==> config.mk <==
export PLATFORM = sky130hd
export DESIGN_NAME = alarm_tone_detect
export DESIGN_NICKNAME = d
export VERILOG_FILES = /design/src/rtl/alarm_pkg.sv /design/src/rtl/sync_edge.sv /design/src/rtl/alarm_tone_detect.sv
export SDC_FILE = /design/constraint.sdc
export NUM_CORES = 1
export LEC_CHECK = 0
export ABC_CLOCK_PERIOD_IN_PS = 1700
export BUFFER_PORTS_ARGS = -buffer_cell sky130_fd_sc_hd__clkbuf_2
export CORE_AREA = 2 2 55 57
export CTS_CLUSTER_SIZE = 25
export DETAILED_ROUTE_END_ITERATION = 7
export DIE_AREA = 0 0 57 59
export PLACE_DENSITY = 0.74
export SLEW_MARGIN = 40
export SYNTH_ARGS = -nofsm -noshare
export SYNTH_HDL_FRONTEND = slang
export SYNTH_HIERARCHICAL = 1
export SYNTH_SLANG_ARGS = --single-unit
==> constraint.sdc <==
create_clock -name clk -period 1.7 [get_ports clk]
set_clock_uncertainty 0.15 [all_clocks]
set_input_delay 0.34 -clock clk [delete_from_list [all_inputs] [get_ports clk]]
set_output_delay 0.34 -clock clk [all_outputs]
set_load 0.02 [all_outputs]
==> src/rtl/alarm_pkg.sv <==
// Shared definitions for the alarm tone path: detector state encoding and
// the default tone timing constants (also used for the sound generator's
// divider settings, so both ends of the loop agree on the expected tone).
package alarm_pkg;

  typedef enum logic [1:0] {
    ST_IDLE    = 2'd0,
    ST_ACQUIRE = 2'd1,
    ST_LOCKED  = 2'd2
  } state_e;

  localparam int unsigned DEF_HALF_MIN   = 4;
  localparam int unsigned DEF_HALF_MAX   = 6;
  localparam int unsigned DEF_LOCK_COUNT = 4;
  localparam int unsigned DEF_TIMEOUT    = 64;
  localparam int unsigned DEF_CNT_W      = 8;

endpackage

==> src/rtl/sync_edge.sv <==
// Two-flop synchronizer for an asynchronous level, followed by a delay flop
// and a registered any-transition detector.
// Ports:
//   clk     - clock
//   rst     - synchronous active-high reset
//   async_i - asynchronous input level
//   edge_o  - one-cycle pulse per rising or falling transition of async_i
module sync_edge (
  input  logic clk,
  input  logic rst,
  input  logic async_i,
  output logic edge_o
);

  logic s1_q;
  logic s2_q;
  logic s3_q;
  logic edge_q;

  // The transition flag is registered so that downstream logic sees it one
  // cycle after s2/s3 diverge; this keeps the compare off the metastable path.
  always_ff @(posedge clk) begin
    if (rst) begin
      s1_q   <= 1'b0;
      s2_q   <= 1'b0;
      s3_q   <= 1'b0;
      edge_q <= 1'b0;
    end else begin
      s1_q   <= async_i;
      s2_q   <= s1_q;
      s3_q   <= s2_q;
      edge_q <= s2_q ^ s3_q;
    end
  end

  assign edge_o = edge_q;

endmodule

==> src/rtl/alarm_tone_detect.sv <==
// Loop-back monitor for the alarm tone: measures the spacing of transitions
// on tone_in and reports lock once enough consecutive half-periods fall in
// the accepted window.
// Ports:
//   clk          - clock
//   rst          - synchronous active-high reset
//   enable       - detector run enable (low forces IDLE, half_period holds)
//   tone_in      - asynchronous tone line
//   tone_present - high while locked
//   half_period  - last measured interval between transitions (clk cycles)
//   period_valid - one-cycle pulse when half_period updates
//
// state    | meaning
// ---------+-----------------------------------------------------------
// IDLE     | no reference transition yet
// ACQUIRE  | counting consecutive in-window half-periods
// LOCKED   | tone confirmed, stays while half-periods remain in window
module alarm_tone_detect
  import alarm_pkg::*;
#(
  parameter int unsigned HALF_MIN   = DEF_HALF_MIN,
  parameter int unsigned HALF_MAX   = DEF_HALF_MAX,
  parameter int unsigned LOCK_COUNT = DEF_LOCK_COUNT,
  parameter int unsigned TIMEOUT    = DEF_TIMEOUT,
  parameter int unsigned CNT_W      = DEF_CNT_W
) (
  input  logic             clk,
  input  logic             rst,
  input  logic             enable,
  input  logic             tone_in,
  output logic             tone_present,
  output logic [CNT_W-1:0] half_period,
  output logic             period_valid
);

  localparam int unsigned MATCH_W = $clog2(LOCK_COUNT + 1);

  localparam logic [CNT_W-1:0]   HALF_MIN_C = CNT_W'(HALF_MIN);
  localparam logic [CNT_W-1:0]   HALF_MAX_C = CNT_W'(HALF_MAX);
  localparam logic [CNT_W-1:0]   TIMEOUT_C  = CNT_W'(TIMEOUT);
  localparam logic [MATCH_W-1:0] LOCK_C     = MATCH_W'(LOCK_COUNT);

  logic               tone_edge;
  logic [CNT_W-1:0]   cnt_q, cnt_d;
  state_e             state_q, state_d;
  logic [MATCH_W-1:0] match_q, match_d;
  logic [MATCH_W-1:0] match_inc;
  logic [CNT_W-1:0]   half_q, half_d;
  logic               valid_q, valid_d;
  logic               present_q, present_d;
  logic               in_win;
  logic               timeout;

  sync_edge u_sync (
    .clk     (clk),
    .rst     (rst),
    .async_i (tone_in),
    .edge_o  (tone_edge)
  );

  // cnt holds the cycles elapsed since the last transition, so on a new
  // transition its current value is the measured interval.
  assign in_win    = (cnt_q >= HALF_MIN_C) && (cnt_q <= HALF_MAX_C);
  // A transition landing on the saturation cycle wins over the timeout.
  assign timeout   = (cnt_q == TIMEOUT_C) && !tone_edge;
  assign match_inc = match_q + MATCH_W'(1);

  always_comb begin
    cnt_d   = cnt_q;
    state_d = state_q;
    match_d = match_q;
    half_d  = half_q;
    valid_d = 1'b0;

    if (!enable) begin
      cnt_d   = '0;
      state_d = ST_IDLE;
      match_d = '0;
    end else begin
      if (tone_edge) begin
        cnt_d = CNT_W'(1);
      end else if (cnt_q < TIMEOUT_C) begin
        cnt_d = cnt_q + CNT_W'(1);
      end

      unique case (state_q)
        ST_IDLE: begin
          if (tone_edge) begin
            state_d = ST_ACQUIRE;
            match_d = '0;
          end
        end
        ST_ACQUIRE, ST_LOCKED: begin
          if (tone_edge) begin
            valid_d = 1'b1;
            half_d  = cnt_q;
            if (in_win) begin
              if (state_q == ST_ACQUIRE) begin
                match_d = match_inc;
                if (match_inc == LOCK_C) begin
                  state_d = ST_LOCKED;
                end
              end
            end else begin
              match_d = '0;
              state_d = ST_ACQUIRE;
            end
          end else if (timeout) begin
            state_d = ST_IDLE;
            match_d = '0;
          end
        end
        default: begin
          state_d = ST_IDLE;
          match_d = '0;
        end
      endcase
    end

    // Taken from the next state so lock shows in the same cycle as the
    // pulse of the measurement that completed it.
    present_d = (state_d == ST_LOCKED);
  end

  always_ff @(posedge clk) begin
    if (rst) begin
      cnt_q     <= '0;
      state_q   <= ST_IDLE;
      match_q   <= '0;
      half_q    <= '0;
      valid_q   <= 1'b0;
      present_q <= 1'b0;
    end else begin
      cnt_q     <= cnt_d;
      state_q   <= state_d;
      match_q   <= match_d;
      half_q    <= half_d;
      valid_q   <= valid_d;
      present_q <= present_d;
    end
  end

  assign tone_present = present_q;
  assign half_period  = half_q;
  assign period_valid = valid_q;

endmodule

==> results by group <==
Hold path
  • Hold depth: 2
  • Worst hold path class: in -> reg

Detailed routing
  • Routed WL: 2690 um
  • DRC viols: 0
  • ANT nets after route: 0
  • WL per Instance: 13.5 um
  • DR pass1 iterations: 4
  • Vias per cell: between 5 and 6
  • First-iteration detailed-routing DRC count: 26
  • Vias post-DR: 1,005

Synth
  • Syn_area_per_cell: 9.54 sq um
  • Synth top area cells: dfxtp_1 45%, ha_1 8.3%, nor2_1 7.1%
  • Top cell type's share of synthesized area: 0.446
  • EDFF count, synth: 0
  • Syn Nets: approximately 140
  • Sequential-to-total area share from yosys stat: 0.446
  • Main synth FF type: dfxtp_1
  • Post-synthesis async set-or-reset flop share: 0
  • Cell count after synthesis: about 130
  • Count of cell types in the netlist: 33
  • Largest area contributor in the netlist: dfxtp_1
  • Yosys Warn Count: 6
  • Flops & latches, synth: 27
  • Synthesized cell area: 1210 sq um

Setup path
  • CP startpoint kind: flip-flop
  • CP max FO: 2
  • WS Path Type: reg -> reg
  • Crit path required time: 1.78 ns
  • Nature of the critical path endpoint: flip-flop
  • CP Data Arrival Time: 1.85 ns
  • Register-to-Register Path Depth: 5

GRT
  • Grt total ovfl: 0
  • First-pass GRT wire length: 4570 um
  • Tot GR Track Use: 0.177
  • Initial antenna violation count: 0
  • Vias in the first global route: 1,051
  • Largest net degree at the start of global routing: 15

Clock tree
  • Inserted Clock Buffers: 3
  • H-Tree Depth: 1
  • CTS tree: done
  • CTS max path bufs: 2
  • Hold Buf Count CTS: 0
  • CTS root buffer: clkbuf_4
  • Clk Latency, worst-skew pair: between 0.3 and 0.4 ns
  • # clock sinks: 27
  • Worst-path clk slew: roughly 0.14 ns

Timing
  • Final setup fails: 2
  • Max_slew headroom: 0.727
  • Setup_tns: -0.102 ns
  • Final WS setup: -0.0724 ns
  • Final worst path period share: 1.04
  • Final Max Tran Viols: 0
  • Endpoints failing hold: 0
  • RSZ-0062 raised after global routing: true
  • Measured slew at the worst slew-check pin: 0.409 ns
  • Final min period: 1.77 ns
  • Fmax: 564 MHz
  • Smallest hold slack: 0.0798 ns

Placement
  • Hpwl dp: 2020 um
  • Place WS: -0.148 ns
  • DP Area: 1520 sq um
  • Final Wtd Congestion: about 0.81
  • Buffers on Ports: 13

Cells and area
  • Leading cell type in the layout, fill and taps excluded: buf_4
  • Area growth syn-to-layout: 33.6%
  • Final #Nets: 181
  • Post-route cell area: 1620 sq um
  • Final-layout fill cell count: about 240
  • Antenna cells: 0
  • Fin util: 0.597
  • Layout cell share with drive strength beyond 1: 0.381
  • Register area: 546 sq um
  • Most frequent cells in the layout: 24 x buf_4, 23 x dfxtp_1, 22 x nor2_1
  • Area of the multi-input gates: 716 sq um

Flow run
  • Max_cap viols: 0

Die
  • Core ar.: 2710 sq um
  • Chip width: between 50 and 60 um
  • DIE AREA: 3360 sq um
  • Initial core utilization: 0.447
  • Site Rows: 19
  • Die Y: roughly 60 um
  • IO Count: 14

Pwr
  • Leak: between 0.7 and 0.8 nW
  • P per Cell Area: 611 nW/um^2
  • Max IR drop VDD: 574 uV

Run status
  • Status: finished with violations
  • Failing checks: setup timing
==> cells in the mapped netlist (all sizes together) (2+ instances only) <==
library cell  instances
nand3                 4
inv                   7
xnor2                 3
ha                    8
dfxtp                27
a2111oi               2
nor2                 23
xor2                  4
and2                  2
and3                  3
a21oi                 3
nand4                 3
a31oi                 3
nor2b                 3
nand2                10
o21ai                 5
mux2i                 6
==> metal layers <==
metal | vias up | wire length (um) | track usage
li1 | 514 | - | -
met1 | 475 | 1210 | 0.214
met2 | 14 | 1420 | 0.325
met3 | 2 | 61 | 0.0284
met4 | 0 | 9 | 0.0532
met5 | - | 0 | 0
==> critical path, cell delays in order, from the launching register on <==
cell and delay [ns]:
dfxtp_2 0.35, buf_4 0.13, ha_1 0.24, a2111oi_1 0.45
nand3_1 0.18, and2_1 0.20
==> layout make-up <==
| cell class | instances | area share |
|---|---|---|
| multi-input cells | 92 | 0.442 |
| well taps | 31 | 0.0240 |
| flip-flops and latches | 27 | 0.337 |
| repair buffers | 38 | 0.164 |
| inverters | 7 | 0.0162 |
| clock buffers | 4 | 0.0162 |
==> power breakdown <==
group          switching, W  total [W]  internal (W)
logic             0.0000398  0.0000746     0.0000349
clock network      0.000179   0.000270     0.0000917
registers        0.00000347   0.000643      0.000640
total              0.000222   0.000988      0.000767
==> stage by stage <==
| stage | std cells | total power [W] |
|---|---|---|
| final | 199 | 0.000988 |
| after global routing | 199 | 0.00102 |
| after CTS | 199 | 0.000993 |
| after detailed placement | 194 | 0.000718 |
| after global placement | 194 | 0.000715 |
| after floorplan | 127 | 0.000688 |
==> state kept, by name, indices dropped and copies added, names as in the netlist <==
register	flops
cnt_q	8
u_sync/s1_q	1
state_q	2
u_sync/s2_q	1
period_valid	1
u_sync/s3_q	1
u_sync/edge_o	1
tone_present	1
match_q	3
half_period	8
==> cell families after synthesis <==
family	share of synthesized area
buffers and inverters	0.0248
adder cells (fa/ha/maj)	0.0826
flip-flops	0.446
AND/OR/NAND/NOR	0.236
AO/OA/AOI/OAI	0.111
XOR/XNOR	0.0506
multiplexers	0.0496
==> worst paths after layout <==
kind	endpoint	slack, ns	from
hold reg to reg	u_sync/s2_q$_SDFF_PP0_	0.31	u_sync/s1_q$_SDFF_PP0_
setup reg to reg	tone_present$_SDFF_PP0_	-0.07	state_q[0]$_SDFF_PP0_
hold / removal	u_sync/s1_q$_SDFF_PP0_	0.08	tone_in
setup / recovery	tone_present$_SDFF_PP0_	-0.07	state_q[0]$_SDFF_PP0_
==> repair_timing <==
| item | 4_1_cts | 5_1_grt |
|---|---|---|
| setup endpoints to repair | 6 | 6 |
| pin swaps | 6 | 2 |
| resized for setup | 11 | 3 |
| gates cloned | 0 | 0 |
| setup buffers | 2 | 0 |
No activity file was read; power rests on OpenSTA's default activity.
